[src/rtl/pp_mult_pkg.sv]
// ---------------------------------------------------------------------------
// pp_mult_pkg
// Shared constants and types for the 8x8 partial-product multiplier path.
// The processing-block wrappers and the final carry-propagate stage both
// import this package so that row, product and tag widths agree everywhere.
//   PP_ROW_W  : width of each reduced row leaving the compressor tree
//   PP_PROD_W : width of the final product
//   PP_SEG_W  : width of the low carry segment in the final adder
//   PP_TAG_W  : width of the sideband tag travelling with each operand pair
//   pp_rows_t : one reduced row pair plus its tag
// ---------------------------------------------------------------------------
package pp_mult_pkg;

  localparam int PP_ROW_W  = 15;
  localparam int PP_PROD_W = 16;
  localparam int PP_SEG_W  = 8;
  localparam int PP_TAG_W  = 4;

  typedef struct packed {
    logic [PP_ROW_W-1:0] row1;
    logic [PP_ROW_W-1:0] row2;
    logic [PP_TAG_W-1:0] tag;
  } pp_rows_t;

endpackage

[src/rtl/seg_adder.sv]
// ---------------------------------------------------------------------------
// seg_adder
// Purely combinational WIDTH-bit adder with carry-in and carry-out. Each
// pipeline stage of the final adder uses one instance, so the critical path
// of a stage is a single segment-wide ripple add.
// Ports:
//   a_i, b_i  : addends, WIDTH bits
//   cin_i     : carry into bit 0
//   sum_o     : WIDTH-bit sum
//   cout_o    : carry out of the top bit
// ---------------------------------------------------------------------------
module seg_adder #(
  parameter int WIDTH = 8
) (
  input  logic [WIDTH-1:0] a_i,
  input  logic [WIDTH-1:0] b_i,
  input  logic             cin_i,
  output logic [WIDTH-1:0] sum_o,
  output logic             cout_o
);

  // Widen everything by one bit so the carry-out falls out of the add itself.
  assign {cout_o, sum_o} = {1'b0, a_i} + {1'b0, b_i} + {{WIDTH{1'b0}}, cin_i};

endmodule

[src/rtl/pp_final_adder_8.sv]
// ---------------------------------------------------------------------------
// pp_final_adder_8
// Two-stage pipelined carry-propagate adder that turns the two reduced rows
// of the 8x8 partial-product tree into the final product. Stage 1 adds the
// low SEG_W bits and registers the sum, its carry and the untouched high row
// segments; stage 2 adds the high segments plus that carry and registers the
// full product. A valid/ready handshake with full back-pressure lets it run
// at one product per cycle.
// Ports:
//   clk, rst_n          : rising-edge clock, asynchronous active-low reset
//   in_valid, in_ready  : input handshake for a row pair
//   row1, row2, in_tag  : reduced rows and their sideband tag
//   out_valid, out_ready: output handshake for a product
//   product, out_tag    : row1 + row2 (ROW_W+1 bits) and the matching tag
// ---------------------------------------------------------------------------
module pp_final_adder_8
  import pp_mult_pkg::*;
#(
  parameter int ROW_W = PP_ROW_W,
  parameter int SEG_W = PP_SEG_W,
  parameter int TAG_W = PP_TAG_W
) (
  input  logic             clk,
  input  logic             rst_n,
  input  logic             in_valid,
  output logic             in_ready,
  input  logic [ROW_W-1:0] row1,
  input  logic [ROW_W-1:0] row2,
  input  logic [TAG_W-1:0] in_tag,
  output logic             out_valid,
  input  logic             out_ready,
  output logic [ROW_W:0]   product,
  output logic [TAG_W-1:0] out_tag
);

  localparam int HI_W = ROW_W - SEG_W;

  // Stage 1 registers
  logic             s1Valid_q, s1Valid_d;
  logic [SEG_W-1:0] s1Lo_q, s1Lo_d;
  logic             s1Carry_q, s1Carry_d;
  logic [HI_W-1:0]  s1Hi1_q, s1Hi1_d;
  logic [HI_W-1:0]  s1Hi2_q, s1Hi2_d;
  logic [TAG_W-1:0] s1Tag_q, s1Tag_d;

  // Stage 2 registers
  logic             s2Valid_q, s2Valid_d;
  logic [ROW_W:0]   s2Prod_q, s2Prod_d;
  logic [TAG_W-1:0] s2Tag_q, s2Tag_d;

  // Handshake and adder results
  logic             s2Adv;
  logic             s1Adv;
  logic             inFire;
  logic [SEG_W-1:0] loSum;
  logic             loCarry;
  logic [HI_W-1:0]  hiSum;
  logic             hiCarry;

  // Low segment is added straight off the input rows.
  seg_adder #(.WIDTH(SEG_W)) loAdder (
    .a_i   (row1[SEG_W-1:0]),
    .b_i   (row2[SEG_W-1:0]),
    .cin_i (1'b0),
    .sum_o (loSum),
    .cout_o(loCarry)
  );

  // High segment works on the registered halves plus the registered carry.
  seg_adder #(.WIDTH(HI_W)) hiAdder (
    .a_i   (s1Hi1_q),
    .b_i   (s1Hi2_q),
    .cin_i (s1Carry_q),
    .sum_o (hiSum),
    .cout_o(hiCarry)
  );

  // S2 can take new data when it is empty or its product leaves this cycle;
  // in_ready is therefore combinational from out_ready, which is deliberate.
  always_comb begin
    s2Adv    = !s2Valid_q || out_ready;
    s1Adv    = s1Valid_q && s2Adv;
    in_ready = !s1Valid_q || s2Adv;
    inFire   = in_valid && in_ready;
  end

  // Stage 1 next state: a new load wins over a drain, which is what makes
  // load-and-move in the same cycle stream without bubbles.
  always_comb begin
    s1Valid_d = s1Valid_q;
    s1Lo_d    = s1Lo_q;
    s1Carry_d = s1Carry_q;
    s1Hi1_d   = s1Hi1_q;
    s1Hi2_d   = s1Hi2_q;
    s1Tag_d   = s1Tag_q;
    if (inFire) begin
      s1Valid_d = 1'b1;
      s1Lo_d    = loSum;
      s1Carry_d = loCarry;
      s1Hi1_d   = row1[ROW_W-1:SEG_W];
      s1Hi2_d   = row2[ROW_W-1:SEG_W];
      s1Tag_d   = in_tag;
    end else if (s1Adv) begin
      s1Valid_d = 1'b0;
    end
  end

  // Stage 2 next state: an incoming pair from S1 wins over a pop, so a pop
  // and a reload in the same cycle keep the output valid.
  always_comb begin
    s2Valid_d = s2Valid_q;
    s2Prod_d  = s2Prod_q;
    s2Tag_d   = s2Tag_q;
    if (s1Adv) begin
      s2Valid_d = 1'b1;
      s2Prod_d  = {hiCarry, hiSum, s1Lo_q};
      s2Tag_d   = s1Tag_q;
    end else if (s2Valid_q && out_ready) begin
      s2Valid_d = 1'b0;
    end
  end

  // Pipeline registers; reset clears all data so nothing stale can leak out.
  always_ff @(posedge clk or negedge rst_n) begin
    if (!rst_n) begin
      s1Valid_q <= 1'b0;
      s1Lo_q    <= '0;
      s1Carry_q <= 1'b0;
      s1Hi1_q   <= '0;
      s1Hi2_q   <= '0;
      s1Tag_q   <= '0;
      s2Valid_q <= 1'b0;
      s2Prod_q  <= '0;
      s2Tag_q   <= '0;
    end else begin
      s1Valid_q <= s1Valid_d;
      s1Lo_q    <= s1Lo_d;
      s1Carry_q <= s1Carry_d;
      s1Hi1_q   <= s1Hi1_d;
      s1Hi2_q   <= s1Hi2_d;
      s1Tag_q   <= s1Tag_d;
      s2Valid_q <= s2Valid_d;
      s2Prod_q  <= s2Prod_d;
      s2Tag_q   <= s2Tag_d;
    end
  end

  // Outputs come straight from stage 2 so they are glitch-free and stable.
  always_comb begin
    out_valid = s2Valid_q;
    product   = s2Prod_q;
    out_tag   = s2Tag_q;
  end

endmodule

[config.mk]
export PLATFORM = sky130hd
export DESIGN_NAME = pp_final_adder_8
export DESIGN_NICKNAME = d
export VERILOG_FILES = /design/src/rtl/pp_mult_pkg.sv /design/src/rtl/seg_adder.sv /design/src/rtl/pp_final_adder_8.sv
export SDC_FILE = /design/constraint.sdc
export NUM_CORES = 1
export LEC_CHECK = 0
export BUFFER_PORTS_ARGS = -buffer_cell sky130_fd_sc_hd__buf_2
export CAP_MARGIN = 20
export CORE_MARGIN = 2
export CORE_UTILIZATION = 52
export DETAILED_ROUTE_END_ITERATION = 7
export PLACE_DENSITY = 0.79
export SYNTH_ARGS = -nofsm -noshare
export SYNTH_HDL_FRONTEND = slang
export SYNTH_SLANG_ARGS = --single-unit
[constraint.sdc]
create_clock -name clk -period 2.5 [get_ports clk]
set_clock_uncertainty 0.05 [all_clocks]
set_input_delay 0.5 -clock clk [delete_from_list [all_inputs] [get_ports clk]]
set_output_delay 0.5 -clock clk [all_outputs]
set_load 0.02 [all_outputs]
==> reports/qor.yml, run 1 <==
outcome:
  outcome: "finished, final reports clean"
critical_path:
  start_kind: "flop"
  endpoint_kind: "flop"
  critPathRequiredTime_ns: 2.66
  critical_path_class: "reg2reg"
  critPathSlowestCell: "fa_1"
  path_delay_family: "compound AO/OA/AOI/OAI gates"
  critPathBufInv: 1
  path_max_fanout: 2
  cp_data_arrival_time_ns: 2.36
  crit_start: "s1Carry_q"
  crit_path_cell_trace: "fa_1, inv_1, fa_1, nor2b_4, o31a_1, o21a_1, o21a_1, o31ai_1"
  slowest_delay_ns: 0.45
  r2r-start: "s1Carry_q"
die:
  num_rows: 24
  initial_core_util_pct: 53.8
  die_x_um: 71.1
  die_h_um: 71.1
  boundaryPins: 60
  die-area_mm2: 0.00506
  core_area_mm2: 0.00435
clocking:
  tritoncts: "yes"
  cts.htree.levels: 2
  cts_buffers: 5
  root_buffer: "clkbuf_8"
  clkTransAtPathRegs_ns: 0.09
  cts_setup_buffers: 0
  clkSinkCount: 49
  clkLatencyLatePin_ns: 0.30
  clockBufferDepth: 2
  cts_resized: 0
  hold_buffers: 0
grt:
  antenna_found_initial: 0
  grt_first_pass_wirelength_um: 7320
  overflow: 0
  grt_usage_pct: 18.3
  grt_pass1_vias: 1686
  grt_max_degree: 34
pwr:
  p_sw_uw: 765
  power_density_mw_per_mm2: 818
  pwr-share-seq_pct: 46.9
  pwr-share-clk_pct: 19.5
  vdd_drop_max_v: 0.000313
  power_frac_comb_pct: 33.6
  p_leak_uw: 0.00137
  p_sw_share_pct: 33.3
  p_int_uw: 1530
routing:
  drc: 0
  routed_via_density: 5.32
  wirelength_um: 4110
  antenna_left: 0
  wire_per_inst_um: 13.2
  firstDrtPassIters: 4
  routed-via-count: 1649
  drt_iter0_drc: 90
timing:
  max_freq_mhz: 453
  holdWs_ns: 0.185
  tightest_slew_ns: 0.699
  report.final.slew_viol_count: 0
  setup_tns_ns: 0
  hold_viol_final: 0
  grt_setup_unrepaired: "false"
  report.final.setup_viol: 0
  maxSlewHeadroom_pct: 53.4
  fin_crit_ns: 2.21
  fin_crit_sh_pct: 88.2
synthesis:
  ys_ff_latch: 49
  synth_cells: 190
  synth_edf_count: 0
  yosysWarnings: 0
  synth_compound_area_share_pct: 11.6
  syn-num-nets: 245
  ys_seq_area_share_pct: 52.4
  synth_xor_area_share_pct: 1.87
  synth_fa_ha_area_share_pct: 10.0
  async_flop_share_pct: 100
  synth_top_family_by_area: "multiplexers"
  synth-simple-area-share_pct: 6.46
  ys.flop_type: "dfrtp_1"
  synth_cell_types: 28
  muxShareOfSynthArea_pct: 15.9
  netlist_area_mm2: 0.00234
  synth_area_per_cell_um2: 12.3
place:
  gp_congestion: 0.719
  hpwl_um: 3260
  port_buffers: 59
hold_path:
  worstHoldPathType: "in2async"
layout:
  final_common_cell: "buf_2"
  drive_above_1_share_pct: 40.7
  layout.nets: 312
  syn_to_final_growth_pct: 19.8
  final_cell_mix: "buf_2 (59), dfrtp_1 (49), mux2_2 (33)"
  antenna_cells: 0
flow_run:
  drv_cap: 0
synth_stat cells (all sizes together) (2+ instances only):
cell    instances  area, um2
clkbuf          2       7.51
inv             5       18.8
o21ai          15       75.1
a21o            3       22.5
a211oi          4       30.0
buf             3       15.0
o21a            3       22.5
fa              3       60.1
nor3            2       10.0
nor2            6       22.5
xor2            4       35.0
a21oi          10       50.1
dfrtp          49       1230
a211o           2       18.8
nand2b          5       31.3
nand2          16       60.1
o31ai           3       22.5
ha             14        175
mux2           33        372
final timing paths:
kind                          endpoint  slack (ns)  depth (start not counted)
max in group asynchronous   s1Hi1_q[3]        1.58                          2
max                        product[14]        0.29                          8
max reg2reg                product[14]        0.29                          8
min in group clk             s1Valid_q        0.36                          2
min                         out_tag[3]        0.18                          1
min reg2reg                product[13]        0.43                          2
routing by layer:
| layer | vias to the layer above | global-route usage, % | share of wire [%] | wire, um |
|---|---|---|---|---|
| met1 | 795 | 21.9 | 42 | 1750 |
| met5 | - | 0 | 0 | 0 |
| met2 | 42 | 32.1 | 50 | 2060 |
| li1 | 808 | - | - | - |
| met3 | 4 | 5.98 | 6.5 | 267 |
| met4 | 0 | 4.40 | 0.88 | 36 |
power by group through the flow:
stage	Combinational (uW)	Clock [uW]	Sequential, uW
after global placement	761	0	1090
after global routing	861	488	1110
after detailed placement	782	0	1100
after floorplan	388	0	1220
after CTS	784	459	1080
final	771	447	1080
cell families after synthesis:
family | after synthesis
xor+xnor | 5
flops | 49
buf+inv | 10
mux | 33
fa+ha+maj | 17
compound gates | 44
simple gates | 32
flip-flops by register name, summed over array words and instances (netlist names):
register   count
s1Valid_q      1
s1Carry_q      1
s1Hi2_q        7
out_valid      1
out_tag        4
product       16
s1Lo_q         8
s1Tag_q        4
s1Hi1_q        7
through the flow:
step                utilization [%]  instances  power [uW]  setup WS, ns  cell area [um2]
finish                         64.4        310        2300         0.295             2810
global route                   64.4        310        2460         0.180             2810
CTS                            64.4        310        2320         0.258             2810
detailed placement             62.6        302        1880         0.167             2730
global placement               62.6        302        1850         0.236             2730
floorplan                         -        190        1610         0.411             2340
worst register-to-register path, cell delays in order (launching register included):
cell and delay (ns):
dfrtp_1 0.41, fa_1 0.45, inv_1 0.08, fa_1 0.26
nor2b_4 0.06, o31a_1 0.25, o21a_1 0.18, o21a_1 0.16
o31ai_1 0.22
layout make-up:
class,instances,area [um2]
clock buffers,8,80.1
repair buffers,65,340
multi-input cells,131,1070
well taps,52,65.1
flip-flops and latches,49,1230
fillers,348,1550
inverters,5,18.8
(Power assumes the default switching activity.)
==> run 2, diff against run 1 <==
--- a/config.mk
+++ b/config.mk
@@ -9,6 +9,8 @@
 export CAP_MARGIN = 20
 export CORE_MARGIN = 2
 export CORE_UTILIZATION = 52
+export CTS_BUF_LIST = sky130_fd_sc_hd__clkbuf_16
+export CTS_CLUSTER_DIAMETER = 50
 export DETAILED_ROUTE_END_ITERATION = 7
 export PLACE_DENSITY = 0.79
 export SYNTH_ARGS = -nofsm -noshare
==> run 2 against run 1 <==
Compared with the run above: hold slack improved by 0.029 ns; via count shrank 1.2%; count of clock-buffer cells in the layout fell by 3; register-to-register slack is essentially flat; routed wire length rose by 2.0%; total power is 8.0% higher; sequential share of layout area shrank 0.86 points; setup slack got worse by 0.0056 ns; fmax fell by 0.25%.
==> reports/qor.yml, run 2 (synthesis results as in run 1) <==
layout:
  drive_above_1_share_pct: 40.7  # unchanged
  final_cell_mix: "buf_2 (59), dfrtp_1 (49), mux2_2 (33)"  # unchanged
  final_common_cell: "buf_2"  # unchanged
  antenna_cells: 0  # unchanged
  layout.nets: 312  # unchanged
  fill_cells: 341  # was 348
  syn_to_final_growth_pct: 22.2  # was 19.8%
  largest_reg_flops: 16  # unchanged
grt:
  grt_usage_pct: 18.7  # was 18.3%
  grt_max_degree: 34  # unchanged
  overflow: 0  # unchanged
  grt_pass1_vias: 1681  # was 1686
  grt_first_pass_wirelength_um: 7400  # was 7320 um
  antenna_found_initial: 0  # unchanged
clocking:
  cts.htree.levels: 2  # unchanged
  clockBufferDepth: 2  # unchanged
  cts_setup_buffers: 0  # unchanged
  cts_buffers: 5  # unchanged
  cts_resized: 0  # unchanged
  clkSinkCount: 49  # unchanged
  hold_buffers: 0  # unchanged
  clkTransAtPathRegs_ns: 0.06  # was 0.09 ns
  clkLatencyLatePin_ns: 0.28  # was 0.30 ns
  root_buffer: "clkbuf_16"  # was clkbuf_8
  tritoncts: "yes"  # unchanged
place:
  hpwl_um: 3260  # unchanged
  post-place-ws_ns: 0.167  # unchanged
  port_buffers: 59  # unchanged
  gp_congestion: 0.719  # unchanged
pwr:
  power_density_mw_per_mm2: 867  # was 818 mW/mm2
  vdd_drop_max_v: 0.000346  # was 0.000313 V
  p_leak_uw: 0.00140  # was 0.00137 uW
die:
  die_x_um: 71.1  # unchanged
  core_area_mm2: 0.00435  # unchanged
  die_h_um: 71.1  # unchanged
  boundaryPins: 60  # unchanged
  num_rows: 24  # unchanged
  die-area_mm2: 0.00506  # unchanged
  initial_core_util_pct: 53.8  # unchanged
critical_path:
  cp_data_arrival_time_ns: 2.35  # was 2.36 ns
  timing.rr.end: "product[14]"  # unchanged
  crit_start: "s1Carry_q"  # unchanged
  start_kind: "flop"  # unchanged
  r2r-start: "s1Carry_q"  # unchanged
  rr_worst_depth: 8  # unchanged
  setup.worst_path.end: "product[14]"  # unchanged
  path_max_fanout: 2  # unchanged
  endpoint_kind: "flop"  # unchanged
  critPathRequiredTime_ns: 2.64  # was 2.66 ns
  critical_path_class: "reg2reg"  # unchanged
  r2r_slack_ns: 0.29  # about the same
routing:
  drc: 0  # unchanged
  wirelength_um: 4190  # was 4110 um
  wire_per_inst_um: 13.5  # was 13.2 um
  firstDrtPassIters: 4  # unchanged
  routed_via_density: 5.25  # was 5.32
  antenna_left: 0  # unchanged
  routed-via-count: 1629  # was 1649
  drt_iter0_drc: 82  # was 90
flow_run:
  drv_cap: 0  # unchanged
timing:
  fin_ws_ns: 0.289  # was 0.295 ns
  report.final.slew_viol_count: 0  # unchanged
  hold_viol_final: 0  # unchanged
  grt_setup_unrepaired: "false"  # unchanged
  fin_crit_sh_pct: 88.4  # was 88.2%
  maxSlewHeadroom_pct: 53.0  # was 53.4%
  fin_crit_ns: 2.21  # about the same
  tightest_slew_ns: 0.704  # was 0.699 ns
  setup_tns_ns: 0  # unchanged
  max_freq_mhz: 452  # was 453 MHz
  report.final.setup_viol: 0  # unchanged
hold_path:
  worstHoldPathType: "in2async"  # unchanged
outcome:
  outcome: "finished, final reports clean"  # unchanged
## run 2: worst min path at each step
stage	slack, ns	to	cells past startpoint
after floorplan	0.15	out_tag[0]	0
after global placement	0.41	s1Lo_q[2]	2
after detailed placement	0.42	product[12]	1
after CTS	0.24	s1Hi2_q[6]	1
after global routing	0.28	out_tag[3]	1
final	0.21	s1Hi2_q[6]	1
## run 2: routing by layer
metal  global-route usage [%]  up-vias  wire [um]  part of all wire (%)
met2                     32.5       39       2090                    50
met4                     5.66        0         42                   1.0
met1                     22.4      779       1800                    43
met3                     5.56        4        255                   6.1
li1                         -      807          -                     -
met5                        0        -          0                     0
## run 2: metrics by stage
step	cells	total power [uW]	hold WS, ns	cell area, um2	utilization [%]
floorplan	190	1610	0.154	2340	-
global placement	302	1850	0.406	2730	62.6
detailed placement	302	1880	0.415	2730	62.6
CTS	310	2510	0.239	2860	65.7
global route	310	2640	0.277	2860	65.7
finish	310	2480	0.214	2860	65.7
## run 2: final cells by class
cell class | count | area [um2] | area share [%]
Clock buffer | 5 | 125 | 4.37
Timing Repair Buffer | 65 | 340 | 11.9
Multi-Input combinational cell | 131 | 1070 | 37.6
Sequential cell | 49 | 1230 | 42.9
Clock inverter | 3 | 11.3 | 0.394
Inverter | 5 | 18.8 | 0.656
Tap cell | 52 | 65.1 | 2.27
## run 2: critical path, cell delays in order (launching register included)
cell and delay [ns]:
dfrtp_1 0.40, fa_1 0.45, inv_1 0.08, fa_1 0.26, nor2b_4 0.05, o31a_1 0.25
o21a_1 0.18, o21a_1 0.16, o31ai_1 0.23
## run 2: where the power goes
part	switching, uW	leakage (uW)	internal (uW)	total [uW]
sequential	96.6	0.000579	983	1080
combinational	423	0.000748	351	774
clock	267	0.0000776	360	627
total	786	0.00140	1690	2480
==> run 3, diff against run 2 <==
--- a/config.mk
+++ b/config.mk
@@ -8,11 +8,11 @@
 export BUFFER_PORTS_ARGS = -buffer_cell sky130_fd_sc_hd__buf_2
 export CAP_MARGIN = 20
 export CORE_MARGIN = 2
-export CORE_UTILIZATION = 52
-export CTS_BUF_LIST = sky130_fd_sc_hd__clkbuf_16
-export CTS_CLUSTER_DIAMETER = 50
+export CORE_UTILIZATION = 55
+export CTS_BUF_LIST = sky130_fd_sc_hd__clkbuf_4
+export CTS_CLUSTER_DIAMETER = 80
 export DETAILED_ROUTE_END_ITERATION = 7
-export PLACE_DENSITY = 0.79
+export PLACE_DENSITY = 0.82
 export SYNTH_ARGS = -nofsm -noshare
 export SYNTH_HDL_FRONTEND = slang
 export SYNTH_SLANG_ARGS = --single-unit
==> run 3 against run 2 <==
Compared with the run above: sequential share of layout area increased by 1.1 points; flip-flop and latch count unchanged; register-to-register slack about the same; cell count decreased by 1.3%; critical path depth unchanged; global-route usage increased by 0.78 points; sequential power about the same; clock power decreased by 30%; cell area decreased by 2.6%; fmax increased by 0.55%; critical path type unchanged; largest power group unchanged.
==> reports/qor.yml, run 3 (synthesis results as in run 1) <==
die:
  die-area_mm2: 0.00480  # was 0.00506 mm2
  boundaryPins: 60  # unchanged
  core_area_mm2: 0.00406  # was 0.00435 mm2
  die_h_um: 69.3  # was 71.1 um
  num_rows: 23  # was 24
  die_x_um: 69.3  # was 71.1 um
  initial_core_util_pct: 57.7  # was 53.8%
clocking:
  clkTransAtPathRegs_ns: 0.13  # was 0.06 ns
  cts_resized: 0  # unchanged
  cts_buffers: 5  # unchanged
  tritoncts: "yes"  # unchanged
  cts.htree.levels: 2  # unchanged
  root_buffer: "clkbuf_4"  # was clkbuf_16
  clockBufferDepth: 2  # unchanged
  cts_setup_buffers: 0  # unchanged
  hold_buffers: 0  # unchanged
  clkLatencyLatePin_ns: 0.36  # was 0.28 ns
  clkSinkCount: 49  # unchanged
timing:
  report.final.slew_viol_count: 0  # unchanged
  fin_crit_ns: 2.20  # was 2.21 ns
  setup_tns_ns: 0  # unchanged
  fin_crit_sh_pct: 88.0  # was 88.4%
  fin_ws_ns: 0.301  # was 0.289 ns
  holdWs_ns: 0.00465  # was 0.214 ns
  hold_viol_final: 0  # unchanged
  maxSlewHeadroom_pct: 71.1  # was 53.0%
  tightest_slew_ns: 0.433  # was 0.704 ns
  report.final.setup_viol: 0  # unchanged
  grt_setup_unrepaired: "false"  # unchanged
  max_freq_mhz: 455  # was 452 MHz
critical_path:
  critPathRequiredTime_ns: 2.73  # was 2.64 ns
  r2r_slack_ns: 0.30  # was 0.29 ns
  path_max_fanout: 2  # unchanged
  rr_worst_depth: 8  # unchanged
  critical_path_class: "reg2reg"  # unchanged
  endpoint_kind: "flop"  # unchanged
  start_kind: "flop"  # unchanged
  critPathSlowestCell: "fa_1"  # unchanged
  r2r-start: "s1Carry_q"  # unchanged
  slowest_delay_ns: 0.45  # about the same
  timing.rr.end: "product[14]"  # unchanged
  cp_data_arrival_time_ns: 2.43  # was 2.35 ns
  crit_path_cell_trace: "fa_1, inv_1, fa_1, nor2b_4, o31a_1, o21a_1, o21a_1, o31ai_1"  # unchanged
pwr:
  power_density_mw_per_mm2: 821  # was 867 mW/mm2
  power_uw: 2290  # was 2480 uW
  p_leak_uw: 0.00136  # was 0.00140 uW
  vdd_drop_max_v: 0.000350  # was 0.000346 V
layout:
  final_area_mm2: 0.00279  # was 0.00286 mm2
  layout.nets: 311  # was 312
  final_common_cell: "buf_2"  # unchanged
  final_cell_mix: "buf_2 (59), dfrtp_1 (49), mux2_2 (33)"  # unchanged
  antenna_cells: 0  # unchanged
  largest_reg_flops: 16  # unchanged
  drive_above_1_share_pct: 41.4  # was 40.7%
  syn_to_final_growth_pct: 19.0  # was 22.2%
flow_run:
  drv_cap: 0  # unchanged
place:
  port_buffers: 59  # unchanged
  hpwl_um: 3320  # was 3260 um
  post-place-ws_ns: 0.166  # was 0.167 ns
  gp_congestion: 0.794  # was 0.719
  place_area_mm2: 0.00272  # was 0.00273 mm2
outcome:
  outcome: "finished, final reports clean"  # unchanged
routing:
  antenna_left: 0  # unchanged
  drt_iter0_drc: 103  # was 82
  firstDrtPassIters: 4  # unchanged
  routed-via-count: 1645  # was 1629
  drc: 0  # unchanged
  wire_per_inst_um: 13.6  # was 13.5 um
  routed_via_density: 5.38  # was 5.25
  wirelength_um: 4150  # was 4190 um
grt:
  grt_first_pass_wirelength_um: 7480  # was 7400 um
  overflow: 0  # unchanged
  grt_pass1_vias: 1690  # was 1681
  grt_max_degree: 32  # was 34
  antenna_found_initial: 0  # unchanged
  grt_usage_pct: 19.4  # was 18.7%
hold_path:
  worstHoldPathType: "in2async"  # unchanged
## run 3: routing by layer
layer  global-route usage (%)  vias up  part of all wire [%]
li1                         -      810                     -
met1                     24.5      788                    45
met2                     32.8       41                    49
met3                     3.92        6                   3.9
met4                     7.84        0                   1.7
met5                        0        -                     0
## run 3: where the power goes
| group | total, uW | switching (uW) | internal, uW |
|---|---|---|---|
| clock | 436 | 232 | 204 |
| sequential | 1080 | 96.5 | 979 |
| combinational | 776 | 427 | 350 |
## run 3: area by class of cell
| cell class | instances | area, um2 |
|---|---|---|
| Tap cell | 50 | 62.6 |
| Clock inverter | 2 | 35.0 |
| Inverter | 5 | 18.8 |
| Sequential cell | 49 | 1230 |
| Multi-Input combinational cell | 131 | 1070 |
| Clock buffer | 5 | 37.5 |
| Timing Repair Buffer | 64 | 333 |
| Fill cell | 341 | 1270 |
## run 3: through the flow
step	util [%]	cells
after floorplan	-	190
after global placement	66.9	299
after detailed placement	66.9	299
after CTS	68.7	306
after global routing	68.7	306
final	68.7	306
## run 3: worst max-delay path by stage
stage,startpoint,endpoint,slack [ns],cells after the start
2_1_floorplan,row1[0],s1Lo_q[6],0.41,7
3_3_place_gp,row1[0],s1Lo_q[6],0.23,8
3_5_place_dp,row1[0],s1Lo_q[6],0.17,8
4_1_cts,s1Carry_q,product[14],0.30,8
5_1_grt,s1Carry_q,product[14],0.13,8
6_report,s1Carry_q,product[14],0.30,8
## run 3: worst max-delay path: cells and delay by family (launching register included)
kind	cells	cell delay (ns)
AO/OA/AOI/OAI	4	0.82
adder cells (fa/ha/maj)	2	0.70
buffers and inverters	1	0.08
flip-flops	1	0.42
AND/OR/NAND/NOR	1	0.06
